<file path="config.mk">
export PLATFORM = sky130hd
export DESIGN_NAME = truth_table_probe
export DESIGN_NICKNAME = d
export VERILOG_FILES = /design/src/rtl/truth_table_probe.sv
export SDC_FILE = /design/constraint.sdc
export NUM_CORES = 1
export LEC_CHECK = 0
export CELL_PAD_IN_SITES_DETAIL_PLACEMENT = 1
export CELL_PAD_IN_SITES_GLOBAL_PLACEMENT = 2
export CORE_UTILIZATION = 30
export CTS_CLUSTER_SIZE = 10
export DETAILED_ROUTE_END_ITERATION = 6
export PLACE_DENSITY = 0.88
export SYNTH_ARGS = -nofsm -noshare
export SYNTH_HDL_FRONTEND = slang
export SYNTH_SLANG_ARGS = --single-unit
</file>
<file path="constraint.sdc">
create_clock -name clk_i -period 1.7 [get_ports clk_i]
set_input_delay 0.34 -clock clk_i [delete_from_list [all_inputs] [get_ports clk_i]]
set_output_delay 0.34 -clock clk_i [all_outputs]
set_load 0.01 [all_outputs]
</file>
<file path="src/rtl/truth_table_probe.sv">
// truth_table_probe
//   Walks a 3-input combinational DUT through all eight input rows, holds each
//   row for SETTLE_CYCLES cycles, samples the DUT output at the end of the
//   row and assembles an 8-bit truth-table code (row 000 -> MSB, row 111 -> LSB).
//   The code is compared against a reference latched when the scan starts.
//
//   Ports
//     clk_i            clock, rising edge
//     rst_i            synchronous active-high reset
//     start_i          scan request, accepted only in IDLE
//     expected_i       reference code, latched on start acceptance
//     probe_in_o       {in1,in2,in3} driven to the DUT (row index while scanning)
//     probe_out_i      DUT output
//     busy_o           high while scanning
//     done_o           one-cycle pulse, results valid in that cycle
//     table_code_o     measured truth-table code (held until next done/reset)
//     match_o          table_code == latched expected
//     mismatch_mask_o  table_code ^ latched expected
module truth_table_probe #(
    parameter int SETTLE_CYCLES = 4
) (
    input  logic       clk_i,
    input  logic       rst_i,
    input  logic       start_i,
    input  logic [7:0] expected_i,
    output logic [2:0] probe_in_o,
    input  logic       probe_out_i,
    output logic       busy_o,
    output logic       done_o,
    output logic [7:0] table_code_o,
    output logic       match_o,
    output logic [7:0] mismatch_mask_o
);

    // Counter holds 0..SETTLE_CYCLES-1 within a row.
    localparam int            CW   = (SETTLE_CYCLES > 1) ? $clog2(SETTLE_CYCLES) : 1;
    localparam logic [CW-1:0] LAST = CW'(SETTLE_CYCLES - 1);

    typedef enum logic [1:0] {IDLE, SCAN, DONE} state_e;

    state_e        state_q, state_d;
    logic [2:0]    row_q,   row_d;
    logic [CW-1:0] cnt_q,   cnt_d;
    logic [7:0]    acc_q,   acc_d;
    logic [7:0]    exp_q,   exp_d;
    logic [7:0]    code_q,  code_d;
    logic          match_q, match_d;
    logic [7:0]    mask_q,  mask_d;

    // Rows are shifted in MSB-first, so after eight samples row 0 sits in
    // bit 7 and row 7 in bit 0.
    logic [7:0] shifted;
    assign shifted = {acc_q[6:0], probe_out_i};

    always_ff @(posedge clk_i) begin
        if (rst_i) begin
            state_q <= IDLE;
            row_q   <= 3'd0;
            cnt_q   <= '0;
            acc_q   <= 8'h00;
            exp_q   <= 8'h00;
            code_q  <= 8'h00;
            match_q <= 1'b0;
            mask_q  <= 8'h00;
        end else begin
            state_q <= state_d;
            row_q   <= row_d;
            cnt_q   <= cnt_d;
            acc_q   <= acc_d;
            exp_q   <= exp_d;
            code_q  <= code_d;
            match_q <= match_d;
            mask_q  <= mask_d;
        end
    end

    always_comb begin
        state_d = state_q;
        row_d   = row_q;
        cnt_d   = cnt_q;
        acc_d   = acc_q;
        exp_d   = exp_q;
        code_d  = code_q;
        match_d = match_q;
        mask_d  = mask_q;
        case (state_q)
            IDLE: begin
                if (start_i) begin
                    state_d = SCAN;
                    row_d   = 3'd0;
                    cnt_d   = '0;
                    acc_d   = 8'h00;
                    exp_d   = expected_i;
                end
            end
            SCAN: begin
                if (cnt_q == LAST) begin
                    // Last settle cycle of this row: sample and move on.
                    acc_d = shifted;
                    cnt_d = '0;
                    if (row_q == 3'd7) begin
                        state_d = DONE;
                        row_d   = 3'd0;
                        // Results are registered on the edge into DONE so they
                        // are valid during the done pulse.
                        code_d  = shifted;
                        match_d = (shifted == exp_q);
                        mask_d  = shifted ^ exp_q;
                    end else begin
                        row_d = row_q + 3'd1;
                    end
                end else begin
                    cnt_d = cnt_q + CW'(1);
                end
            end
            DONE:    state_d = IDLE;
            default: state_d = IDLE;
        endcase
    end

    assign probe_in_o      = (state_q == SCAN) ? row_q : 3'b000;
    assign busy_o          = (state_q == SCAN);
    assign done_o          = (state_q == DONE);
    assign table_code_o    = code_q;
    assign match_o         = match_q;
    assign mismatch_mask_o = mask_q;

endmodule

</file>
Word level (Yosys, flattened, before mapping)
Cells that the tools add are included.
{ "op_classes": {"bitwise": 1, "n_reduce_logical": 7, "n_eq_ne": 8, "n_mux": 15, "n_addsub": 2} }
{ "op_table": {"columns": ["cell", "count"], "rows": [
  ["$mux 7", 2],
  ["$pmux 7 s2", 1],
  ["$mux 3", 4],
  ["$mux 2", 5],
  ["$reduce_and 3->1", 3],
  ["$eq 8x8->1", 1],
  ["$pmux 2 s2", 2],
  ["$xor 8x8->8", 1],
  ["$pmux 3 s2", 1],
  ["$eq 2x2->1 const B", 2],
  ["$ne 2x1->1 const B", 2],
  ["$reduce_and 2->1", 2],
  ["$add 3x1->3 const B", 1],
  ["$eq 3x3->1 const B", 1],
  ["$add 2x1->2 const B", 1],
  ["$eq 2x1->1 const B", 1],
  ["$logic_not 2->1", 1],
  ["$ne 2x2->1 const B", 1],
  ["$reduce_bool 2->1", 1]
]} }
{ "totals": {"in_bits": 12, "output_inout_bits": 22, "regBits": 39} }

Logic depth before layout (Yosys ltp)
{ "depth": {"word_depth": 4, "ltp_mapped": 7} }

Least setup slack after synthesis
OpenSTA, ideal clock, no wires.
{ "synth_path": {"kind": "register to register", "from": "register row_q[0]", "to": "register mask_q[4] (netlist: mismatch_mask_o[4])", "required_ps": 1564, "path_slack_ps": 256, "stages_incl_launch_ff": 8, "setup_ps": 136, "arrival_time_ps": 1308, "path_cell_list": "dfxtp_1 -> ha_1 -> ha_1 -> and4b_1 -> buf_6 -> buf_6 -> nor2_1 -> a211oi_2"} }
{ "synth_between": {"elab_chain_cells": 2} }
{ "synth_lines": {"columns": ["element", "line", "text"], "rows": [
  ["from (decl)", "42", "logic [2:0] row_q, row_d;"],
  ["from (signal assigned)", "67", "row_q <= row_d;"],
  ["$eq 3x3->1", "101", "if (row_q == 3'd7) begin"],
  ["$reduce_and 3->1 (no line)", null, null],
  ["to (signal assigned)", "73", "mask_q <= mask_d;"],
  ["to (decl)", "48", "logic [7:0] mask_q, mask_d;"]
]} }
Every way passes these cells.
A chain may end at the register's enable or synchronous reset.

Worst setup path after layout
{ "layout_path": {"from": "register row_q[0]", "to": "register match_q (netlist: match_o)"} }
{ "layout_between": {"elab_chain_cells": 2} }
{ "layout_lines": {"columns": ["element", "line", "text"], "rows": [
  ["$eq 3x3->1", "101", null],
  ["$reduce_and 3->1 (no line)", null, null],
  ["to (signal assigned)", "72", "match_q <= match_d;"],
  ["to (decl)", "47", "logic match_q, match_d;"]
]} }
Every way passes these cells.

==> impl_metrics.toml <==
[final_layout]
synthToLayoutAreaGrowth_pct = 33.5
fin_area_sq_um = 2180
drive_gt1_share_pct = 13.2
utilization_pct = 42.2
antenna_cells = 0
nets = 241

[hold_path]
hold_path.class = "reg2reg"

[die]
dieArea_sq_um = 5750
core_sq_um = 5170
die_x_um = 75.9
rows = 26
die_h_um = 75.9
io-pin-count = 34
start_util_pct = 31.6

[timing]
fin_skew_ns = 0.00789
maxSlewHeadroom_pct = 73.2
period_needed_ns = 1.63
tightest_slew_ns = 0.402
timing.final.hold_violations = 0
max_freq_mhz = 613
report.final.slew_viol_count = 0
min_period_over_period_pct = 96.0
whs_ns = 0.453
setup_viol = 0
rsz0062_at_grt = "false"

[grt]
grtUsageTotal_pct = 17.1
antenna_found_initial = 0
grt_max_degree = 24
grt_pass1_wl_mm = 7.13
overflow = 0
grt_pass1_vias = 1466

[worst_setup_path]
cp-start-kind = "register"
timing.rr.end = "match_o"
worst-path-buf-inv = 1
critPathMaxFanout = 22
ff2ff_path_depth = 6
crit_required_ns = 1.89
path_depth = 6
reg2reg_slack_ns = 0.07
cp_common_cell = "ha_1"
crit_start = "row_q[0]"
worstSetupEndpointType = "register"
path_delay_family = "flip-flops"
slowest_stage = "dfxtp_1"
r2r-start = "row_q[0]"
path_cells = "ha_1, ha_1, and4b_2, buf_12, nand2_1, o31ai_1"
crit_end = "match_o"
cpPeakStageDelay_ns = 0.37
path_class = "reg2reg"
cp.arrival_ns = 1.82

[routing]
wl_per_cell_um = 15.0
via_per_inst = 4.91
dr_total_vias = 1458
first_pass_iters = 4
drt_iter0_markers = 51
ant_nets = 0
wirelength_mm = 4.46
drc = 0

[synth]
netlist.area_leader.share_pct = 47.7
synth_fp_nets = 199
synth_ff_type = "dfxtp_1"
ys_top_cells_by_area = "dfxtp_1, a21oi_1, nand2_1, nand4b_1, xnor2_1"
ys_seq_area_share_pct = 47.7
ys_types = 27
syn_inst = 184
synthTopCellsByCount = "dfxtp_1, nand2_1, a21oi_1"
yosysMostFrequentCell = "dfxtp_1"
synth_edf_count = 0
synth_top_cell_by_area = "dfxtp_1"
ys_seq_elements = 39
synth_area_sq_um = 1640
async_flop_share_pct = 0
avgSynthCellArea_sq_um = 8.89
yosysWarnings = 0

[power]
p_leak_nw = 0.758
p_per_area_nw_per_um2 = 777
vdd_drop_max_mv = 0.255
total_power_mw = 1.70

[run]
cap_violations = 0

[placed_design]
placed_area_sq_um = 2090
hpwlAfterDp_mm = 3.11
gp_congestion = 0.750
portBuffers = 33

[clock_tree]
numClockSinks = 39
cts-root-buf = "clkbuf_8"
path_clk_slew_ns = 0.08
numCtsBuffers = 5
cts_buffer_depth = 2
cts.htree.levels = 2
clk_latency_ns = 0.29
cts_tree = "done"

[status]
status = "finished, final reports clean"
[worst reg2reg max path: stages (launching register included)]
cell and delay (ns):
dfxtp_1 0.37, ha_1 0.16, ha_1 0.21, and4b_2 0.30
buf_12 0.17, nand2_1 0.07, o31ai_1 0.26
[registers in the layout, indices dropped and copies added, names as in the netlist]
register,flops
match_o,1
state_q,2
cnt_q,2
mismatch_mask_o,8
exp_q,8
acc_q,7
table_code_o,8
row_q,3
[metrics by stage]
step / setup TNS [ns] / cells / setup slack (ns)
after global placement: 0 / 288 / 0.00927
after global routing: 0 / 297 / 0.00165
after CTS: 0 / 297 / 0.0323
after detailed placement: -0.0736 / 288 / -0.0280
after floorplan: 0 / 184 / 0.256
final: 0 / 297 / 0.0682
[per-layer routing]
layer	track usage [%]	routed length [um]	vias to the layer above
met2	29.2	2180	28
li1	-	-	727
met1	20.7	2080	697
met5	0	0	-
met3	4.10	127	6
met4	6.79	70	0
[area by class of cell]
| class | instances | area [sq um] |
|---|---|---|
| inverters | 1 | 3.75 |
| repair buffers | 48 | 450 |
| clock buffers | 7 | 76.3 |
| fillers | 594 | 2990 |
| well taps | 70 | 87.6 |
| multi-input cells | 131 | 779 |
| clock inverters | 1 | 5.00 |
| flip-flops and latches | 39 | 782 |
[how the worst min path moves through the flow]
stage / from / end / slack (ns) / cells past startpoint
after floorplan: exp_q[0] / exp_q[0] / 0.45 / 2
after global placement: table_code_o[1] / table_code_o[1] / 0.44 / 2
after detailed placement: table_code_o[2] / table_code_o[2] / 0.45 / 2
after CTS: table_code_o[2] / table_code_o[2] / 0.46 / 2
after global routing: table_code_o[1] / table_code_o[1] / 0.47 / 2
final: table_code_o[2] / table_code_o[2] / 0.45 / 2
[power breakdown]
group	total [mW]	switching, mW	internal [mW]
registers	0.941	0.0117	0.929
logic	0.152	0.0844	0.0674
clock network	0.605	0.317	0.288
[cells in the final DEF, fill, tap and decap left out, types with 4 or more instances in the layout]
cell,synthesis,layout
nand2_1,35,35
buf_4,0,12
o21ai_0,9,9
a211oi_2,4,4
dfxtp_1,39,38
clkbuf_8,0,5
a21oi_1,29,29
a211oi_1,4,4
nor2_1,11,11
xnor2_1,8,8
clkdlybuf4s50_1,0,28
dlygate4sd2_1,0,5
nand4b_1,12,12
[kinds of logic after synthesis]
family	count (synthesis)	share of synthesized area, %
AO/OA/AOI/OAI	48	17.3
XOR/XNOR	8	4.28
adder cells (fa/ha/maj)	3	2.29
buffers and inverters	14	5.20
flip-flops	39	47.7
multiplexers	1	0.612
AND/OR/NAND/NOR	71	22.6
[what timing repair did]
action	CTS	global route
buffers inserted	0	0
gates resized for setup	8	2
hold buffers	0	0
setup endpoints to repair	5	4
gates cloned	1	0
Note: power is estimated with default switching activity, not from simulation.
